==> src/rtl/fetch_pkg.sv <==
// Shared types and constants for the LC-3 instruction-fetch sequencer.
// Used by fetch_sequencer and fetch_wait_timer.
package fetch_pkg;

  typedef enum logic [2:0] {
    HALTED = 3'd0,
    F1     = 3'd1,
    F2     = 3'd2,
    F3     = 3'd3,
    ISSUE  = 3'd4,
    REDIR  = 3'd5,
    PAUSED = 3'd6
  } fetch_state_e;

  localparam logic [1:0] PCMUX_INC  = 2'b00;
  localparam logic [1:0] PCMUX_ADDR = 2'b01;
  localparam logic [1:0] PCMUX_BUS  = 2'b10;

  // Every state that is actively working on an instruction.
  function automatic logic state_is_busy(input fetch_state_e s);
    return (s != HALTED) && (s != PAUSED);
  endfunction

endpackage

==> src/rtl/fetch_wait_timer.sv <==
// Loadable down-counter that flags the last F2 cycle of a fixed-latency
// memory read. load_i reloads LATENCY; last_o is high while enabled at count 1.
module fetch_wait_timer #(
  parameter int LATENCY = 2
) (
  input  logic clk,
  input  logic rst,
  input  logic load_i,
  input  logic en_i,
  output logic last_o
);

  localparam int CW = $clog2(LATENCY + 1);
  localparam logic [CW-1:0] LOAD_VAL = CW'(LATENCY);
  localparam logic [CW-1:0] ONE      = CW'(1);

  logic [CW-1:0] cnt_q;
  logic [CW-1:0] cnt_d;

  always_comb begin
    cnt_d = cnt_q;
    if (load_i) begin
      cnt_d = LOAD_VAL;
    end else if (en_i && (cnt_q != '0)) begin
      cnt_d = cnt_q - ONE;
    end
  end

  always_ff @(posedge clk or posedge rst) begin
    if (rst) begin
      cnt_q <= '0;
    end else begin
      cnt_q <= cnt_d;
    end
  end

  assign last_o = en_i && (cnt_q == ONE);

endmodule

==> src/rtl/fetch_sequencer.sv <==
// LC-3 instruction-fetch controller: F1/F2/F3 fetch, ISSUE, REDIR, PAUSED.
// Optional macro FETCH_MEM_RDY_EN makes F2 wait on mem_rdy instead of a timer.
// Handshake: exec_done is sampled only in ISSUE; redirect_valid, redirect_sel
// and pause_req are meaningful only in that same cycle and are captured then.
module fetch_sequencer
  import fetch_pkg::*;
#(
  parameter int MEM_LATENCY = 2
) (
  input  logic         Clk,
  input  logic         Reset,
  input  logic         Run,
  input  logic         Continue,
  input  logic         mem_rdy,
  input  logic         exec_done,
  input  logic         redirect_valid,
  input  logic         redirect_sel,
  input  logic         pause_req,
  output logic [1:0]   PCMUX,
  output logic         LD_PC,
  output logic         LD_MAR,
  output logic         LD_MDR,
  output logic         LD_IR,
  output logic         GatePC,
  output logic         GateMDR,
  output logic         Mem_OE,
  output logic         ir_valid,
  output logic         busy,
  output logic [15:0]  fetch_count,
  output fetch_state_e dbg_state
);

  fetch_state_e state_q;
  fetch_state_e state_d;
  logic         continue_q;
  logic         continue_d;
  logic         pause_q;
  logic         pause_d;
  logic         sel_q;
  logic         sel_d;
  logic [15:0]  fetch_count_q;
  logic [15:0]  fetch_count_d;
  logic         f2_done;
  logic         issue_accept;
  logic         continue_rise;

  assign issue_accept  = (state_q == ISSUE) && exec_done;
  assign continue_rise = Continue && !continue_q;

`ifdef FETCH_MEM_RDY_EN
  localparam int unused_latency = MEM_LATENCY;
  assign f2_done = mem_rdy;
`else
  logic unused_mem_rdy;
  assign unused_mem_rdy = mem_rdy;

  // F2 is only ever entered from F1, so loading in F1 reloads on every entry.
  fetch_wait_timer #(
    .LATENCY (MEM_LATENCY)
  ) u_wait_timer (
    .clk    (Clk),
    .rst    (Reset),
    .load_i (state_q == F1),
    .en_i   (state_q == F2),
    .last_o (f2_done)
  );
`endif

  // State register and the small pieces of captured context.
  always_ff @(posedge Clk or posedge Reset) begin
    if (Reset) begin
      state_q       <= HALTED;
      continue_q    <= 1'b0;
      pause_q       <= 1'b0;
      sel_q         <= 1'b0;
      fetch_count_q <= 16'h0000;
    end else begin
      state_q       <= state_d;
      continue_q    <= continue_d;
      pause_q       <= pause_d;
      sel_q         <= sel_d;
      fetch_count_q <= fetch_count_d;
    end
  end

  // Next-state logic.
  always_comb begin
    state_d = state_q;
    case (state_q)
      HALTED: if (Run) state_d = F1;
      F1:     state_d = F2;
      F2:     if (f2_done) state_d = F3;
      F3:     state_d = ISSUE;
      ISSUE: begin
        if (exec_done) begin
          if (redirect_valid) begin
            state_d = REDIR;
          end else if (pause_req) begin
            state_d = PAUSED;
          end else begin
            state_d = F1;
          end
        end
      end
      REDIR:  state_d = pause_q ? PAUSED : F1;
      PAUSED: if (continue_rise) state_d = F1;
      default: state_d = HALTED;
    endcase
  end

  // Continue_q tracks every cycle, so a level already high on PAUSED entry
  // never looks like a rising edge.
  always_comb begin
    continue_d    = Continue;
    pause_d       = pause_q;
    sel_d         = sel_q;
    fetch_count_d = fetch_count_q;
    if (issue_accept) begin
      pause_d = pause_req;
      sel_d   = redirect_sel;
    end
    if (state_q == F3) begin
      fetch_count_d = fetch_count_q + 16'd1;
    end
  end

  // Output decode.
  always_comb begin
    PCMUX    = PCMUX_INC;
    LD_PC    = 1'b0;
    LD_MAR   = 1'b0;
    LD_MDR   = 1'b0;
    LD_IR    = 1'b0;
    GatePC   = 1'b0;
    GateMDR  = 1'b0;
    Mem_OE   = 1'b0;
    ir_valid = 1'b0;
    case (state_q)
      F1: begin
        GatePC = 1'b1;
        LD_MAR = 1'b1;
        LD_PC  = 1'b1;
        PCMUX  = PCMUX_INC;
      end
      F2: begin
        Mem_OE = 1'b1;
        LD_MDR = f2_done;
      end
      F3: begin
        GateMDR = 1'b1;
        LD_IR   = 1'b1;
      end
      ISSUE: ir_valid = 1'b1;
      REDIR: begin
        LD_PC = 1'b1;
        PCMUX = sel_q ? PCMUX_BUS : PCMUX_ADDR;
      end
      default: begin
        PCMUX = PCMUX_INC;
      end
    endcase
  end

  assign busy        = state_is_busy(state_q);
  assign fetch_count = fetch_count_q;
  assign dbg_state   = state_q;

endmodule

==> config.mk <==
export PLATFORM = sky130hd
export DESIGN_NAME = fetch_sequencer
export DESIGN_NICKNAME = d
export VERILOG_FILES = /design/src/rtl/fetch_pkg.sv /design/src/rtl/fetch_wait_timer.sv /design/src/rtl/fetch_sequencer.sv
export SDC_FILE = /design/constraint.sdc
export NUM_CORES = 1
export LEC_CHECK = 0
export BUFFER_PORTS_ARGS = -buffer_cell sky130_fd_sc_hd__buf_2
export CORE_AREA = 2 2 57 59
export CTS_CLUSTER_DIAMETER = 200
export DETAILED_ROUTE_END_ITERATION = 8
export DIE_AREA = 0 0 59 61
export MAX_ROUTING_LAYER = met4
export PLACE_DENSITY = 0.69
export SETUP_SLACK_MARGIN = 0.02
export SLEW_MARGIN = 30
export SYNTH_ARGS = -nofsm -noshare
export SYNTH_HDL_FRONTEND = slang
export SYNTH_SLANG_ARGS = --single-unit
==> constraint.sdc <==
create_clock -name Clk -period 1.65 [get_ports Clk]
set_clock_uncertainty 0.2 [all_clocks]
set_input_delay 0.0825 -clock Clk [delete_from_list [all_inputs] [get_ports Clk]]
set_output_delay 0.0825 -clock Clk [all_outputs]
set_load 0.05 [all_outputs]
# --- Word level (Yosys, flattened, before mapping) ---
# Index checks and enable logic that the tools add are counted.
totals:
  in_bits: 9
  word_cells: 50
  reg_bits: 24
classes:
  muxes: 18
  addsub: 2
  n_eq_ne: 12
  n_reduce_logical: 12
op_table:
  columns: ["operator", "count"]
  rows:
  - ["3-bit 2-to-1 mux", 7]
  - ["3-bit one-hot mux with 7 select lines", 1]
  - ["16-bit by 1-bit adder with 16-bit output (second input constant)", 1]
  - ["3-bit equality test (second input constant)", 3]
  - ["2-bit 2-to-1 mux", 4]
  - ["2-bit != test (second input constant)", 4]
  - ["3-bit by 2-bit equality test with 1-bit output (second input constant)", 2]
  - ["1-bit 2-to-1 mux", 6]
  - ["1-bit logical AND", 5]
  - ["4-bit AND reduction", 1]
  - ["2-bit nonzero test", 2]
  - ["3-bit by 1-bit equality test with 1-bit output (second input constant)", 1]
  - ["3-bit zero test", 1]
  - ["3-bit != test (second input constant)", 1]
  - ["3-bit nonzero test", 1]
  - ["2-bit by 1-bit equality test with 1-bit output (second input constant)", 1]
  - ["2-bit OR reduction", 1]
  - ["2-bit by 1-bit subtractor with 2-bit output (second input constant)", 1]
  - ["1-bit zero test", 1]

# --- Longest topological paths before layout ---
# Gate-level depths: netlist (run 1).
depth:
  word_depth: 4
  depth_mapped: 6
  mapped_depth_nobuf: 6

# --- Cells and area by module ---
# Synthesis (run 1) repeated with hierarchy kept, for this count alone.
unflattened:
  hier_cells: 129
  area_unflattened_um2: 1320.0
by_module_without_submodules:
  columns: ["mod", "cells_each", "area_per_inst_um2", "instances", "seq_area_each_um2"]
  rows:
  - ["fetch_sequencer", 114, 1167.4, 1, 550.5]
  - ["fetch_wait_timer", 15, 152.6, 1, 50.0]

# --- Worst setup path before layout (run 1) ---
# OpenSTA, ideal clock, no wires.
synth_timing:
  path_kind: "register to output"
  startpoint: "reg state_q[0] (netlist: dbg_state[0])"
  endpoint: "out LD_MAR"
  stages_incl_launch_ff: 6
  t_arrival_ns: 2.635
  path_slack_ns: -1.267
  path_buffers: 3
  path_cell_list: "dfrtp_1 > buf_6 > buf_2 > and2b_1 > nor2b_1 > buf_4"
synth_between:
  elab_chain_cells: 2
synth_lines:
  columns: ["item", "line_no", "text"]
  rows:
  - ["start, declared", "fetch_sequencer.sv:33", "fetch_state_e state_q;"]
  - ["start signal, assigned", "fetch_sequencer.sv:78", "state_q <= state_d;"]
  - ["3-bit by 1-bit equality test with 1-bit output", null, null]
  - ["1-bit 2-to-1 mux", null, null]
  - ["end, declared", "fetch_sequencer.sv:21", "output logic LD_MAR,"]
# Every way passes these cells.

# --- Final worst setup path (run 1) ---
layout_timing:
  startpoint: "reg state_q[1] (netlist: dbg_state[1])"
  endpoint: "out busy"
layout_between:
  elab_chain_cells: 2
layout_lines:
  columns: ["item", "line_no", "text"]
  rows:
  - ["3-bit != test or 3-bit nonzero test (tied branches)", "fetch_pkg.sv:21", "return (s != HALTED) && (s != PAUSED);"]
  - ["1-bit logical AND (*)", "fetch_pkg.sv:21", null]
  - ["end, declared", "fetch_sequencer.sv:28", "output logic busy,"]
# Every way passes the cells marked *; elsewhere a longest branch is shown, timed or not.

==> flow_summary.ini, run 1 <==
[placed_design]
dp_hpwl_um = 1948
placedCellCount = 198
place_congestion = 0.8028
port_buffers = 37
dp_slack_ns = 0.04742

[die]
num_io_pins = 39
rows = 20
die-area_mm2 = 0.003599
core_area_mm2 = 0.002953
die-height_um = 61
die_x_um = 59
start_util_pct = 45.00

[critical_path]
cp_data_required_time_ns = 1.37
worst_ep_arrival_time_ns = 1.49
r2r_end = sel_q
cp-start-kind = flip-flop
crit_type = reg -> out
path_max_fanout = 6
slowest_stage = dfrtp_2
endpoint_kind = primary output
crit_chain = inv_2 > nor2_4 > or3_4 > buf_8
reg2regPathDepth = 5
r2r-start = dbg_state[1]
r2r_setup_slack_ns = -0.04
cpPeakStageDelay_ns = 0.49

[routing]
drt_drc_violations_left = 0
ant_nets = 0
wl_um = 3326
wl_per_cell_um = 14.40
firstDrtPassIters = 5
avgViaCountPerCell = 5.108
drtIter0Drc = 26
via_count = 1180

[synthesis]
synth.top_cell.area_share_pct = 45.20
synth-main-ff-cell = dfrtp_1
ys_warn_count = 0
syn-instance-count = 125
synth_cell_type_count = 41
synth_edf_count = 0
synth_area_leader_cell = dfrtp_1
synth.area.top_cells = dfrtp_1, xnor2_1, nand3_1, mux2_1, ha_1
async_flop_share_pct = 100.0
ys_ff_latch = 24
avgSynthCellArea_um2 = 10.63
yosysMostFrequentCell = dfrtp_1
synth_area_mm2 = 0.001329
yosysSeqAreaShare_pct = 45.20
syn-num-nets = 137
ys_top_cells_by_count = dfrtp_1, xnor2_1, nand3_1, nor2_1, nand2_1

[timing]
whs_ns = -0.0002438
hold_viol = 1
fin_crit_sh_pct = 107.4
finalSetupViolCount = 16
tightest_slew_ns = 0.3062
slew_headroom_pct = 79.59
min_period_ns = 1.771
setup_slack_ns = -0.1213
slew_violations = 0
grt_setup_unrepaired = true
fmax_mhz = 564.6

[cts]
htreeDepth = 1
clock_path_buffers = 2
cts_tree = done
root_buffer = clkbuf_4
path_clk_slew_ns = 0.14
clock_latency_ns = 0.32
cts.sinks = 24
cts_inserted_buffers = 3

[power_and_ir_drop]
irDropWorstVdd_v = 0.001387
design_power_total_mw = 4.008
p_per_area_mw_per_mm2 = 1910
p_leak_nw = 1.037

[grt]
antenna_found_initial = 0
grt-ovfl-total = 0
grt_max_degree = 25
grt_use_total_pct = 19.23
grt_pass1_vias = 1129
grt_pass1_wl_um = 5030

[finish]
fillers = 209
fin_cells = 231
syn_to_final_growth_pct = 57.91
drive_gt1_share_pct = 59.09
seqCellArea_um2 = 616.8
multi_input_area_um2 = 780.7
antennaDiodeCount = 0
fin_nets = 211

[hold_path]
hold_end = dbg_state[1]
min_path_cells = 4
worstHoldStart = Run
hp-class = in -> reg

[flow_run]
drv_cap = 0

[status]
violations = hold timing, setup timing
status = complete, but fails checks
-- how the worst max path moves through the flow --
stage                               start            to  slack, ns  depth (start not counted)
floorplan                    dbg_state[1]       pause_q      -0.34                          5
global placement    u_wait_timer.cnt_q[1]  dbg_state[1]       0.06                          5
detailed placement           dbg_state[1]         sel_q       0.05                          4
CTS                          dbg_state[1]          busy      -0.07                          4
global route                 dbg_state[1]          busy      -0.16                          4
finish                       dbg_state[1]          busy      -0.12                          4
-- sequential cells by signal, summed over array words and instances, names as in the netlist --
register            cells
u_wait_timer.cnt_q      2
sel_q                   1
pause_q                 1
dbg_state               3
fetch_count            16
continue_q              1
-- critical path, delay by kind of cell (launching register included) --
kind / cells / cell delay [ns]
DFF: 1 / 0.49
and+or+nand+nor: 2 / 0.42
buffers and inverters: 2 / 0.26
-- cells by family after synthesis --
logic type      after synthesis  share of synthesized area [%]
xor+xnor                     16                          10.55
fa+ha+maj                     3                          2.825
compound gates               14                          7.910
mux                           4                          3.390
simple gates                 53                          25.24
buf+inv                      11                          4.895
flops                        24                          45.20
-- placed cells by master, fill, tap and decap left out, types with 3 or more instances in the layout --
cell type and instances:
buf_4 32, buf_2 25, dfrtp_2 13, xnor2_1 11, dfrtp_1 11, nand3_1 8, nor2_1 7, buf_6 7
dlygate4sd3_1 6, nor2b_4 4, nand2_1 4, nor2_4 4, xor2_1 4, buf_8 4, nand2b_1 3, o21ai_1 3
and3_1 3, a21oi_1 3, clkbuf_4 3
-- per-layer routing --
metal	global-route usage, %	wire (µm)	vias to the layer above
met5	-	0	-
met1	20.91	1410	569
met4	8.442	58	0
met3	2.985	142	6
li1	-	-	570
met2	34.60	1714	35
-- per-stage QoR --
step                TNS (ns)  cell area (µm²)  util, %
finish               -0.6335             2098    71.06
global route          -1.525             2098    71.06
CTS                  -0.2268             1979    67.03
detailed placement         0             1653    55.97
global placement           0             1653    55.97
floorplan             -1.848             1419        -
-- cell type report --
type	instances	area share [%]
Multi-Input combinational cell	90	37.21
Sequential cell	24	29.40
Timing Repair Buffer	75	27.85
Tap cell	33	1.968
Clock inverter	1	1.431
Clock buffer	3	1.073
Inverter	5	1.073
-- what timing repair did --
action	in CTS	in global routing
pin swaps	6	7
setup endpoints to repair	11	25
endpoints found under the hold margin	30	0
hold buffers	6	0
setup buffers	16	7
resized for setup	31	15
-- power breakdown --
part | internal [mW] | switching [mW] | leakage [nW]
logic | 1.19 | 1.42 | 0.715
registers | 0.741 | 0.216 | 0.295
clock network | 0.246 | 0.193 | 0.0279
No activity file was read; power rests on OpenSTA's default activity.
==> inputs of run 2 (changes only) <==
- CORE_AREA: 2 2 57 59 -> 2 2 53 64
- DIE_AREA: 0 0 59 61 -> 0 0 55 66
==> flow_summary.ini, run 2 (synthesized netlist as in run 1, its figures left out) <==
[routing]
firstDrtPassIters = 4
avgViaCountPerCell = 5.235
wl_um = 3109
ant_nets = 0
drtIter0Drc = 62
via_count = 1157
drt_drc_violations_left = 0
wl_per_cell_um = 14.07

[timing]
finalSetupViolCount = 11
fin_crit_sh_pct = 106.3
fmax_mhz = 569.9
grt_setup_unrepaired = true
min_period_ns = 1.755
slew_headroom_pct = 78.93
slew_violations = 0
tightest_slew_ns = 0.3161
setup_slack_ns = -0.1046
whs_ns = 0.02100
hold_viol = 0

[critical_path]
endpoint_kind = primary output
cp-start-kind = flip-flop
crit_type = reg -> out
path_max_fanout = 6
cp_data_required_time_ns = 1.37
worst_ep_arrival_time_ns = 1.47

[grt]
grt_max_degree = 25
grt-ovfl-total = 0
grt_use_total_pct = 19.58
grt_pass1_wl_um = 4988
grt_pass1_vias = 1182
antenna_found_initial = 0

[finish]
final_cell_area_mm2 = 0.001966
fillers = 250
layout_common_cells = buf_2, buf_4, dfrtp_2, xnor2_1, dfrtp_1
fin_nets = 198
fin_cells = 221
syn_to_final_growth_pct = 47.93
post-route-util_pct = 64.92
drive_gt1_share_pct = 55.14
final_common_cell = buf_2
antennaDiodeCount = 0
largest_reg_flops = 16

[cts]
path_clk_slew_ns = 0.14
clock_latency_ns = 0.32
clock_path_buffers = 2
htreeDepth = 1
cts_tree = done
cts.sinks = 24
root_buffer = clkbuf_4
cts_inserted_buffers = 3

[flow_run]
drv_cap = 0

[die]
die-height_um = 66
rows = 22
die_x_um = 55
core_area_mm2 = 0.003028
num_io_pins = 39
start_util_pct = 43.88
die-area_mm2 = 0.003630

[placed_design]
placed_area_mm2 = 0.001649
placedCellCount = 200
port_buffers = 37
dp_slack_ns = -0.002983
dp_hpwl_um = 2019
place_congestion = 0.7986

[hold_path]
hp-class = in -> reg

[status]
status = complete, but fails checks
violations = setup timing

[power_and_ir_drop]
irDropWorstVdd_v = 0.001505
p_leak_nw = 0.9559
p_per_area_mw_per_mm2 = 1857
[run 2: cell types whose count changed in the layout (fill, tap and decap cells not counted), sizes merged]
cell | previous run | this run
clkbuf | 3 | 4
bufinv | 1 | 0
buf | 69 | 56
[run 2: report_power, final]
| group | switching (mW) | internal [mW] |
|---|---|---|
| sequential | 0.199 | 0.741 |
| combinational | 1.37 | 1.01 |
| clock | 0.188 | 0.135 |
| total | 1.76 | 1.89 |
[run 2: timing repair]
item | 4_1_cts | 5_1_grt
hold endpoints to repair | 30 | 0
pin swaps | 3 | 1
hold buffers | 6 | 0
resized for setup | 29 | 10
gates cloned | 0 | 0
setup endpoints to repair | 13 | 19
setup buffers | 9 | 2
[run 2: metal layers]
layer | GRT usage [%] | share of wire (%) | vias to the layer above
li1 | - | - | 549
met1 | 20.49 | 40 | 564
met2 | 35.57 | 53 | 39
met3 | 2.941 | 5.3 | 5
met4 | 7.317 | 1.5 | 0
met5 | - | 0 | -
[run 2: cell type report]
cell class                 count  area (µm²)  share of cell area [%]
inverter                       5       25.02                   1.273
clock buffer                   4       36.28                   1.846
tap                           36       45.04                   2.292
multi-input combinational     90       767.0                   39.02
sequential                    24       616.8                   31.38
timing repair buffer          62       475.5                   24.19
[run 2: worst max-delay path: stages (launching register included)]
cell	delay (ns)
dfrtp_2	0.49
inv_4	0.08
nor2_2	0.04
or3_4	0.38
buf_8	0.16
[run 2: worst paths after layout]
check,startpoint,endpoint,slack [ns],cells after the start
max,dbg_state[1],busy,-0.10,4
min,Run,dbg_state[1],0.02,4
max reg2reg,dbg_state[1],dbg_state[1],-0.08,5
min reg2reg,fetch_count[15],fetch_count[15],0.29,1
max in group asynchronous,Reset,fetch_count[6],0.86,4
min in group asynchronous,Reset,fetch_count[7],0.13,4
[run 2: through the flow]
stage | total power [mW] | TNS (ns)
after floorplan | 2.469 | -1.848
after global placement | 2.743 | 0
after detailed placement | 2.798 | -0.002983
after CTS | 3.467 | -0.6830
after global routing | 3.873 | -1.541
final | 3.650 | -0.7486
==> inputs of run 3 (changes only) <==
--- a/config.mk
+++ b/config.mk
@@ -18,2 +18,3 @@
 export SYNTH_HDL_FRONTEND = slang
 export SYNTH_SLANG_ARGS = --single-unit
+export TNS_END_PERCENT = 100
==> constraint.sdc (replaced) <==
create_clock -name Clk -period 1.65 [get_ports Clk]
set_clock_uncertainty 0.2 [all_clocks]
set_input_delay 0.2475 -clock Clk [delete_from_list [all_inputs] [get_ports Clk]]
set_output_delay 0.2475 -clock Clk [all_outputs]
set_load 0.05 [all_outputs]
==> flow_summary.ini, run 3 (synthesized netlist as in run 1, its figures left out) <==
[status]
status = complete, but fails checks
violations = setup timing

[die]
die_x_um = 55
rows = 22
num_io_pins = 39
core_area_mm2 = 0.003028
die-area_mm2 = 0.003630
die-height_um = 66
start_util_pct = 43.88

[finish]
antennaDiodeCount = 0
fin_nets = 208
largest_reg_flops = 16
final_common_cell = buf_2
layout_common_cells = buf_2, buf_4, dfrtp_2, buf_6
drive_gt1_share_pct = 62.05
syn_to_final_growth_pct = 64.69

[power_and_ir_drop]
p_sw_mw = 1.870
intPower_mw = 2.309
p_leak_nw = 1.052
swShare_pct = 44.75
pwr-share-seq_pct = 22.7
irDropWorstVdd_v = 0.001277
p_per_area_mw_per_mm2 = 1910
combinationalPowerShare_pct = 67.0
clock_power_share_pct = 10.3

[critical_path]
reg2regPathDepth = 6
cp_data_required_time_ns = 1.20
r2r_setup_slack_ns = -0.11
crit_chain = nor2b_4 > or3_4 > buf_8
worst_ep_arrival_time_ns = 1.44
endpoint_kind = primary output
path_max_fanout = 4
r2r-start = dbg_state[0]
crit_type = reg -> out
cpPeakStageDelay_ns = 0.46
slowest_stage = dfrtp_2
path_buf_inv = 1
r2r_end = sel_q
cp-start-kind = flip-flop
critPathTopFamily = simple AND/OR/NAND/NOR gates

[timing]
whs_ns = 0.1328
slew_violations = 0
hold_viol = 0
tightest_slew_ns = 0.3053
finalSetupViolCount = 19
min_period_ns = 1.891
fmax_mhz = 528.9
grt_setup_unrepaired = true
slew_headroom_pct = 79.57
fin_crit_sh_pct = 114.6
setup_slack_ns = -0.2408

[placed_design]
port_buffers = 37
place_congestion = 0.8264
dp_slack_ns = 0.008644
dp_hpwl_um = 2184

[hold_path]
worstHoldStart = redirect_valid
hp-class = in -> reg
hold_end = dbg_state[0]
min_path_cells = 3

[routing]
avgViaCountPerCell = 5.203
firstDrtPassIters = 7
wl_per_cell_um = 15.72
via_count = 1202
drtIter0Drc = 17
wl_um = 3632
ant_nets = 0
drt_drc_violations_left = 0

[grt]
antenna_found_initial = 0
grt_pass1_wl_um = 5678
grt_use_total_pct = 22.38
grt_max_degree = 15
grt_pass1_vias = 1268
grt-ovfl-total = 0

[cts]
path_clk_slew_ns = 0.14
clock_latency_ns = 0.32
cts_tree = done
cts.sinks = 24
clock_path_buffers = 2
cts_inserted_buffers = 3
htreeDepth = 1
root_buffer = clkbuf_4

[flow_run]
drv_cap = 0
-- run 3: routing by layer --
metal / track usage, % / wire length [µm] / up-vias
li1: - / - / 566
met1: 23.47 / 1297 / 593
met2: 41.07 / 2124 / 37
met3: 2.715 / 158 / 6
met4: 8.232 / 52 / 0
met5: - / 0 / -
-- run 3: worst max path at each step --
stage,from,end,slack [ns],cells after the start
3_3_place_gp,dbg_state[1],PCMUX[1],0.03,3
5_1_grt,dbg_state[1],busy,-0.29,4
2_1_floorplan,dbg_state[0],LD_MAR,-0.50,5
6_report,dbg_state[2],busy,-0.24,3
3_5_place_dp,dbg_state[1],dbg_state[0],0.009,5
4_1_cts,dbg_state[2],busy,-0.24,3
-- run 3: cell type report --
| class | count | area, µm² |
|---|---|---|
| fill | 218 | 839.6 |
| clock inverter | 1 | 30.03 |
| inverter | 5 | 22.52 |
| timing repair buffer | 72 | 635.6 |
| multi-input combinational | 90 | 815.8 |
| clock buffer | 3 | 22.52 |
| sequential | 24 | 616.8 |
| tap | 36 | 45.04 |
-- run 3: worst reg2reg max path, stage by stage, from the launching register on --
cell	delay, ns
dfrtp_2	0.50
buf_6	0.15
buf_6	0.12
nor2b_4	0.14
buf_6	0.11
and2_4	0.15
mux2_4	0.29
-- run 3: what timing repair did --
| action | in CTS | in global routing |
|---|---|---|
| endpoints found under the setup margin | 17 | 31 |
| hold buffers | 4 | 0 |
| pin swaps | 4 | 8 |
| setup buffers | 12 | 7 |
| resized for setup | 47 | 22 |
| endpoints found under the hold margin | 27 | 0 |
-- run 3: power groups by stage --
stage               clock (mW)  sequential [mW]  combinational [mW]
global placement             0            0.966                1.85
CTS                      0.447            0.927                2.57
finish                   0.432            0.948                2.80
global route             0.478            0.967                2.93
detailed placement           0            0.977                1.90
floorplan                    0             1.18                1.29
-- run 3: per-stage QoR --
step	util (%)	cell area, µm²	cells	setup TNS (ns)	power, mW
after floorplan	-	1421	125	-3.031	2.475
after global placement	55.54	1682	204	0	2.811
after detailed placement	55.54	1682	204	0	2.881
after CTS	67.44	2042	224	-2.106	3.948
after global routing	72.27	2188	231	-3.714	4.379
final	72.27	2188	231	-2.274	4.179
